**config.mk**
```make
export PLATFORM = sky130hd
export DESIGN_NAME = uart_rx
export DESIGN_NICKNAME = d
export VERILOG_FILES = /design/src/rtl/uart_pkg.sv /design/src/rtl/uart_rx_sampler.sv /design/src/rtl/uart_rx.sv
export SDC_FILE = /design/constraint.sdc
export NUM_CORES = 1
export LEC_CHECK = 0
export ABC_AREA = 1
export BUFFER_PORTS_ARGS = -buffer_cell sky130_fd_sc_hd__buf_4
export CAP_MARGIN = 25
export CELL_PAD_IN_SITES_DETAIL_PLACEMENT = 1
export CELL_PAD_IN_SITES_GLOBAL_PLACEMENT = 2
export CORE_AREA = 2 2 89 91
export CTS_CLUSTER_DIAMETER = 120
export DETAILED_ROUTE_END_ITERATION = 10
export DIE_AREA = 0 0 91 93
export PLACE_DENSITY_LB_ADDON = 0.15
export SYNTH_ARGS = -nofsm -noshare
export SYNTH_HDL_FRONTEND = slang
export SYNTH_SLANG_ARGS = --single-unit
```
**constraint.sdc**
```tcl
create_clock -name clk -period 2.6 [get_ports clk]
set_input_delay 0.52 -clock clk [delete_from_list [all_inputs] [get_ports clk]]
set_output_delay 0.52 -clock clk [all_outputs]
set_load 0.02 [all_outputs]
```
**src/rtl/uart_pkg.sv**
```systemverilog
// Shared definitions for the UART receiver: FSM encoding, bit-period and parity constants.
// Latency: n/a. Backpressure: n/a.
// Bit-period normalisation helper maps any unsupported prescale to 8.
package uart_pkg;

    typedef enum logic [2:0] {
        IDLE,
        START,
        DATA,
        PARITY,
        STOP
    } rx_state_t;

    localparam logic [5:0] PRESCALE_8  = 6'd8;
    localparam logic [5:0] PRESCALE_16 = 6'd16;
    localparam logic [5:0] PRESCALE_32 = 6'd32;

    localparam logic PAR_EVEN = 1'b0;
    localparam logic PAR_ODD  = 1'b1;

    function automatic logic [5:0] norm_prescale(input logic [5:0] p);
        case (p)
            PRESCALE_8, PRESCALE_16, PRESCALE_32: return p;
            default:                              return PRESCALE_8;
        endcase
    endfunction

endpackage

```
**src/rtl/uart_rx_sampler.sv**
```systemverilog
// Bit sampler: captures the line mid-bit, or a 2-of-3 vote when UART_RX_MAJORITY_EN is defined.
// Latency: bit_val settles within two clocks of mid-bit, well before the bit ends.
// Backpressure: none.
module uart_rx_sampler (
    input  logic       clk,
    input  logic       rst,
    input  logic       rx_in,
    input  logic [5:0] edge_cnt,
    input  logic [5:0] half,
    output logic       bit_val
);

`ifdef UART_RX_MAJORITY_EN
    logic [2:0] smp;

    always_ff @(posedge clk or negedge rst) begin
        if (!rst) begin
            smp <= '0;
        end else begin
            if (edge_cnt == half - 6'd1) smp[0] <= rx_in;
            if (edge_cnt == half)        smp[1] <= rx_in;
            if (edge_cnt == half + 6'd1) smp[2] <= rx_in;
        end
    end

    assign bit_val = (smp[0] & smp[1]) | (smp[0] & smp[2]) | (smp[1] & smp[2]);
`else
    logic smp;

    always_ff @(posedge clk or negedge rst) begin
        if (!rst) begin
            smp <= 1'b0;
        end else if (edge_cnt == half) begin
            smp <= rx_in;
        end
    end

    assign bit_val = smp;
`endif

endmodule

```
**src/rtl/uart_rx.sv**
```systemverilog
// UART receiver: start, DATA_WIDTH data bits LSB first, optional parity, stop; UART_RX_MAJORITY_EN selects voting.
// Latency: data_valid/par_err/stop_err pulse and P_DATA updates on the edge ending the stop bit.
// Backpressure: none; results are one-clock pulses and must be consumed when they appear.
module uart_rx
    import uart_pkg::*;
#(
    parameter int DATA_WIDTH = 8
) (
    input  logic                  clk,
    input  logic                  rst,
    input  logic                  RX_IN,
    input  logic                  PAR_EN,
    input  logic                  PAR_TYP,
    input  logic [5:0]            Prescale,
    output logic [DATA_WIDTH-1:0] P_DATA,
    output logic                  data_valid,
    output logic                  par_err,
    output logic                  stop_err
);

    localparam int CW = $clog2(DATA_WIDTH + 1);

    rx_state_t             state, next_state;
    logic [5:0]            edge_cnt, pre_q, half;
    logic [CW-1:0]         bit_cnt;
    logic [DATA_WIDTH-1:0] shift_reg;
    logic                  par_en_q, par_typ_q, par_flag;
    logic                  bit_val, bit_end, last_data, start_det;

    assign half      = {1'b0, pre_q[5:1]};
    assign bit_end   = (edge_cnt == pre_q - 6'd1);
    assign last_data = (bit_cnt == CW'(DATA_WIDTH - 1));
    // The detecting clock is edge count 0, so the counter restarts at 1.
    assign start_det = (state == IDLE) && !RX_IN;

    uart_rx_sampler u_sampler (
        .clk      (clk),
        .rst      (rst),
        .rx_in    (RX_IN),
        .edge_cnt (edge_cnt),
        .half     (half),
        .bit_val  (bit_val)
    );

    always_ff @(posedge clk or negedge rst) begin
        if (!rst) state <= IDLE;
        else      state <= next_state;
    end

    // Returning to IDLE at the stop-bit end lets a zero-gap start bit be caught on the very next clock.
    always_comb begin
        next_state = state;
        case (state)
            IDLE:    if (!RX_IN) next_state = START;
            START:   if (bit_end) next_state = bit_val ? IDLE : DATA;
            DATA:    if (bit_end && last_data) next_state = par_en_q ? PARITY : STOP;
            PARITY:  if (bit_end) next_state = STOP;
            STOP:    if (bit_end) next_state = IDLE;
            default: next_state = IDLE;
        endcase
    end

    always_ff @(posedge clk or negedge rst) begin
        if (!rst) begin
            edge_cnt   <= '0;
            bit_cnt    <= '0;
            shift_reg  <= '0;
            pre_q      <= PRESCALE_8;
            par_en_q   <= 1'b0;
            par_typ_q  <= PAR_EVEN;
            par_flag   <= 1'b0;
            P_DATA     <= '0;
            data_valid <= 1'b0;
            par_err    <= 1'b0;
            stop_err   <= 1'b0;
        end else begin
            data_valid <= 1'b0;
            par_err    <= 1'b0;
            stop_err   <= 1'b0;
            if (start_det) begin
                edge_cnt  <= 6'd1;
                bit_cnt   <= '0;
                par_flag  <= 1'b0;
                pre_q     <= norm_prescale(Prescale);
                par_en_q  <= PAR_EN;
                par_typ_q <= PAR_TYP;
            end else if (state != IDLE) begin
                edge_cnt <= bit_end ? 6'd0 : edge_cnt + 6'd1;
            end
            if (bit_end) begin
                case (state)
                    DATA: begin
                        shift_reg <= {bit_val, shift_reg[DATA_WIDTH-1:1]};
                        bit_cnt   <= bit_cnt + 1'b1;
                    end
                    PARITY: par_flag <= (bit_val != ((^shift_reg) ^ par_typ_q));
                    STOP: begin
                        data_valid <= !par_flag && bit_val;
                        par_err    <= par_flag;
                        stop_err   <= !bit_val;
                        if (!par_flag && bit_val) P_DATA <= shift_reg;
                    end
                    default: ;
                endcase
            end
        end
    end

endmodule

```
== Yosys cells after proc, flatten, opt, wreduce, memory -nomap -nowiden ==
Cells that the tools add are included.

* Register bits after elaboration: 42
* Input bits: 11
* Output and inout port bits: 11
* Logic and storage cells: 71

* $add $sub $neg: 3
* Equal/unequal tests: 16
* Muxes and demuxes: 24
* Bitwise gates (word level): 1
* Reductions and logical operators: 14

{| class="wikitable"
|+ Operators with widths
! kind !! count
|-
| 2-to-1 mux 6 bit || 4
|-
| 2-to-1 mux 3 bit || 6
|-
| one-hot mux 3 bit (5 select lines) || 1
|-
| 2-to-1 mux 4 bit || 3
|-
| inequality test 2 bit (second input constant) || 5
|-
| 2-to-1 mux 1 bit || 9
|-
| XOR reduction 8 bit || 1
|-
| adder 6 x 1 -> 6 bit (second input constant) || 1
|-
| == test 3 x 2 -> 1 bit (second input constant) || 2
|-
| == test 6 x 4 -> 1 bit (second input constant) || 1
|-
| == test 6 x 5 -> 1 bit || 1
|-
| == test 6 x 5 -> 1 bit (second input constant) || 1
|-
| == test 6 bit || 1
|-
| == test 6 bit (second input constant) || 1
|-
| subtractor 6 x 1 -> 6 bit (second input constant) || 1
|-
| AND reduction 5 bit || 1
|-
| adder 4 x 1 -> 4 bit (second input constant) || 1
|-
| == test 4 x 3 -> 1 bit (second input constant) || 1
|-
| == test 3 x 1 -> 1 bit (second input constant) || 1
|-
| == test 3 bit (second input constant) || 1
|-
| logical AND 1 bit || 3
|-
| zero test 1 bit || 3
|-
| zero test 3 bit || 1
|-
| AND reduction 3 bit || 1
|-
| other kinds (7) || 7
|}

== Longest topological paths before layout ==
* Depth in word-level cells: 5
* Mapped depth: 14
* Gate-level depth less buffers: 13

== Modules after synthesis ==
From an unflattened synthesis, not the netlist that was laid out.

* Cells, all modules: 292
* Area total of the unflattened synthesis: 2343.5 µm²

{| class="wikitable"
|+ Modules (own cells, without submodules)
! module !! instances !! cells each !! area an instance (µm²) !! seq. area each (µm²)
|-
| uart_rx || 1 || 255 || 2172.1 || 1027.2
|-
| uart_rx_sampler || 1 || 37 || 171.4 || 25.0
|}

== Worst setup path after synthesis ==
No wires, ideal clock.

* Kind: register to register
* Start: reg pre_q[0]
* End: reg P_DATA[6]
* Setup time: 0.118 ns
* Data arrival time: 1.681 ns
* Data required time: 2.482 ns
* Slack: 0.801 ns
* Stages on the path, launching flop included: 13
* Buffers on the path: 1
* Period minus slack after synthesis: 1.799 ns
* Path through: dfrtp_1 > inv_1 > ha_1 > xnor2_1 > nor2_1 > nand2_1 > nor2_4 > nand3_4 > inv_2 > nand2_4 > buf_6 > nand2_2 > o21ai_2

* Longest elaborated chain between the ends: 3

{| class="wikitable"
|+ Ends and longest elaborated chain
! item !! line !! text
|-
| from (decl) || uart_rx.sv:24 || <nowiki>logic [5:0] edge_cnt, pre_q, half;</nowiki>
|-
| from (signal assigned) || uart_rx.sv:84 || <nowiki>pre_q <= norm_prescale(Prescale);</nowiki>
|-
| subtractor 6 x 1 -> 6 bit || uart_rx.sv:31 || <nowiki>assign bit_end = (edge_cnt == pre_q - 6'd1);</nowiki>
|-
| == test 6 bit || uart_rx.sv:31 ||
|-
| AND reduction 3 bit (no source line) || -- ||
|-
| to (signal assigned) || uart_rx.sv:101 || <nowiki>if (!par_flag && bit_val) P_DATA <= shift_reg;</nowiki>
|-
| to (decl) || uart_rx.sv:15 || <nowiki>output logic [DATA_WIDTH-1:0] P_DATA,</nowiki>
|}

No other way between the ends.
A chain may end at the register's enable or synchronous reset.

== Worst setup path in the final report ==
* Start: reg pre_q[0]
* End: reg shift_reg[0]

* Longest elaborated chain between the ends: 3

{| class="wikitable"
|+ Ends and longest elaborated chain
! item !! line !! text
|-
| subtractor 6 x 1 -> 6 bit || uart_rx.sv:31 ||
|-
| == test 6 bit || uart_rx.sv:31 ||
|-
| AND reduction 2 bit (no source line) || -- ||
|-
| to (signal assigned) || uart_rx.sv:93 || <nowiki>shift_reg <= {bit_val, shift_reg[DATA_WIDTH-1:1]};</nowiki>
|-
| to (decl) || uart_rx.sv:26 || <nowiki>logic [DATA_WIDTH-1:0] shift_reg;</nowiki>
|}

No other way between the ends.

==> run metrics <==
status=finished clean; worst path cell trace=inv_1 -> ha_1 -> xnor2_1 -> nor2_1 -> nand2_1 -> nor2_4 -> nand3_4 -> nor2_4 -> buf_4 -> nand2_1 -> o21ai_2; clock latency on the worst-skew pair=0.29 ns; commonest cells after routing, fill and taps aside=nand2_1, dfrtp_1, inv_1; largest net degree at the start of global routing=43; initial core utilization=a little under a third; I/O pin cnt=22; GR Util met3=2.50%; core outline area=7530 µm²; All-Layer GR Usage=13.8%; Row Count=32; DRC viols=0; R2R Path End=shift_reg[0]$_DFFE_PN0P_; Yosys top cell by area=dfrtp_1; Die X-Extent=91 µm; cts bufs inserted=5; Fin Setup TNS=0 ns; unique cell type count in the Yosys netlist=33; Yosys top cell area share=44.8%; via count=1805; startpoint types=flip-flop; H-tree levels=2; Worst Skew=0.00820 ns; Reg2Reg Depth=11; DP HPWL=3.93 mm; post-synthesis net count=285; asr flop ratio synth=100%; cts hold-fix bufs=0; maximum fanout along the worst path=11; Routed Antenna Nets=0; Die Ht=93 µm; static leakage=1.27 nW; Post-synth EDFFs=0; post-CTS setup buffers=0; routed len/inst=12.9 µm; Layout Nets=311; WS Path Type=reg2reg; PortBufs=21; Initial DRT Pass Iterations=6; die area=8460 µm²; ANT cells=0; Tmin final=2.11 ns; WL final=5.18 mm; fmax=0.474 GHz; vias per std cell=roughly 4.5; overall power=1.84 mW; Worst Path Arrival=2.34 ns; Synth Register Bits=42; register area share after synthesis=46.0%; Post-Syn Area=between 2000 and 2500 µm²; initial antenna violation count=0; RSZ-0062 raised after global routing=no; Resized cells post-CTS=0; period utilization=just over 80%; Critical Path Max Stage Delay=0.40 ns; synthesized area per cell=8.45 µm²; first-pass GRT wire length=9.38 mm; ratio of cells with drive above 1 in the final layout=20.8%; routing usage on met2=22.2%; final hold violations=0; max capacitance violation total=0; final setup fails=0; CTS tree=built; CTS max path bufs=2; Cells after Synth=roughly 270; CP required=2.83 ns; Peak VDD IR=0.000200 V; RR Startpoint=pre_q[0]$_DFFE_PN0P_; fillcell total=941; worst min path class=in2async; Reg2Reg Setup Slack=0.49 ns; vias in the first global route=1887; Worst slew margin=61.9%; Ys Warns=0; gp weighted congestion=0.789; Worst-Margin Slew=~0.57 ns; Starting DRT DRC Count=45; ys flop type=dfrtp_1; GRT busiest layer=met2; Root Buffer=clkbuf_8; clock sinks=42; Final Max Slew Viols=0; CP max-delay cell=dfrtp_1; Layout Area Growth over Synthesis=15.3%; Crit. End Element=flip-flop; clk slew on worst S/H paths=0.08 ns; commonest non-fill, non-tap cell in the layout=nand2_1; power density over the cells=698 nW/µm²; M1 GR Usage=19.4%; top cells by area, synth=dfrtp_1, nand2_1, inv_1; GRT overflow=0
## power by group
group / total [mW] / internal, mW / switching, mW / leakage (nW)
sequential: 0.852 / 0.734 / 0.118 / 0.570
clock: 0.418 / 0.190 / 0.228 / 0.0452
combinational: 0.572 / 0.212 / 0.360 / 0.658
total: 1.84 / 1.14 / 0.706 / 1.27
## worst max path at each step
| stage | startpoint | end | slack [ns] | depth (start not counted) |
|---|---|---|---|---|
| 6_report | pre_q[0]$_DFFE_PN0P_ | shift_reg[0]$_DFFE_PN0P_ | 0.49 | 11 |
| 2_1_floorplan | pre_q[0]$_DFFE_PN0P_ | P_DATA[6]$_DFFE_PN0P_ | 0.80 | 12 |
| 4_1_cts | pre_q[0]$_DFFE_PN0P_ | shift_reg[0]$_DFFE_PN0P_ | 0.45 | 11 |
| 3_3_place_gp | pre_q[1]$_DFFE_PN0P_ | shift_reg[0]$_DFFE_PN0P_ | 0.52 | 11 |
| 3_5_place_dp | pre_q[0]$_DFFE_PN0P_ | shift_reg[0]$_DFFE_PN0P_ | 0.47 | 11 |
| 5_1_grt | pre_q[1]$_DFFE_PN0P_ | shift_reg[0]$_DFFE_PN0P_ | 0.22 | 11 |
## per-layer routing
metal	up-vias	routed length, µm
met3	6	130
met5	-	0
met2	20	2390
li1	912	-
met1	867	2600
met4	0	53
## worst max-delay path: cells and delay by family (launching register included)
family	cells	cell delay, ns
simple gates	6	0.80
flops	1	0.40
buf+inv	2	0.37
fa+ha+maj	1	0.27
xor+xnor	1	0.13
compound gates	1	0.06
## cell families (layout without fill, tap and decap cells)
family,after synthesis,after routing,synth area share [%]
AND/OR/NAND/NOR,115,115,23.3
XOR/XNOR,16,16,6.45
flip-flops,42,42,46.0
AO/OA/AOI/OAI,45,45,13.4
buffers and inverters,50,77,9.29
adder cells (fa/ha/maj),3,3,1.64
## metrics by stage
stage	hold WS, ns	worst slack (ns)	util [%]	std cells	cell area, µm²
floorplan	0.224	0.801	-	271	2290
global placement	0.468	0.515	33.9	392	2550
detailed placement	0.471	0.474	33.9	392	2550
CTS	0.236	0.446	35.1	400	2640
global route	0.250	0.216	35.1	400	2640
finish	0.218	0.490	35.1	400	2640
## synthesized netlist by cell type, drive strengths merged, types with 2 or more instances
cell   number
o21ai      29
dfrtp      41
nand3      16
o22ai       7
buf         4
nor2       15
xor2        6
xnor2      10
a21oi       5
ha          3
inv        45
nand4       2
nand2      74
nor3        6
## final cells by class
cell class                      count  area [µm²]  share of cell area, %
Sequential cell                    42        1050                   39.9
Multi-Input combinational cell    179        1020                   38.8
Timing Repair Buffer               24         180                   6.82
Tap cell                          102         128                   4.83
Inverter                           45         169                   6.40
Clock buffer                        6        72.6                   2.75
Clock inverter                      2        13.8                  0.521
Note: power is estimated with default switching activity, not from simulation.
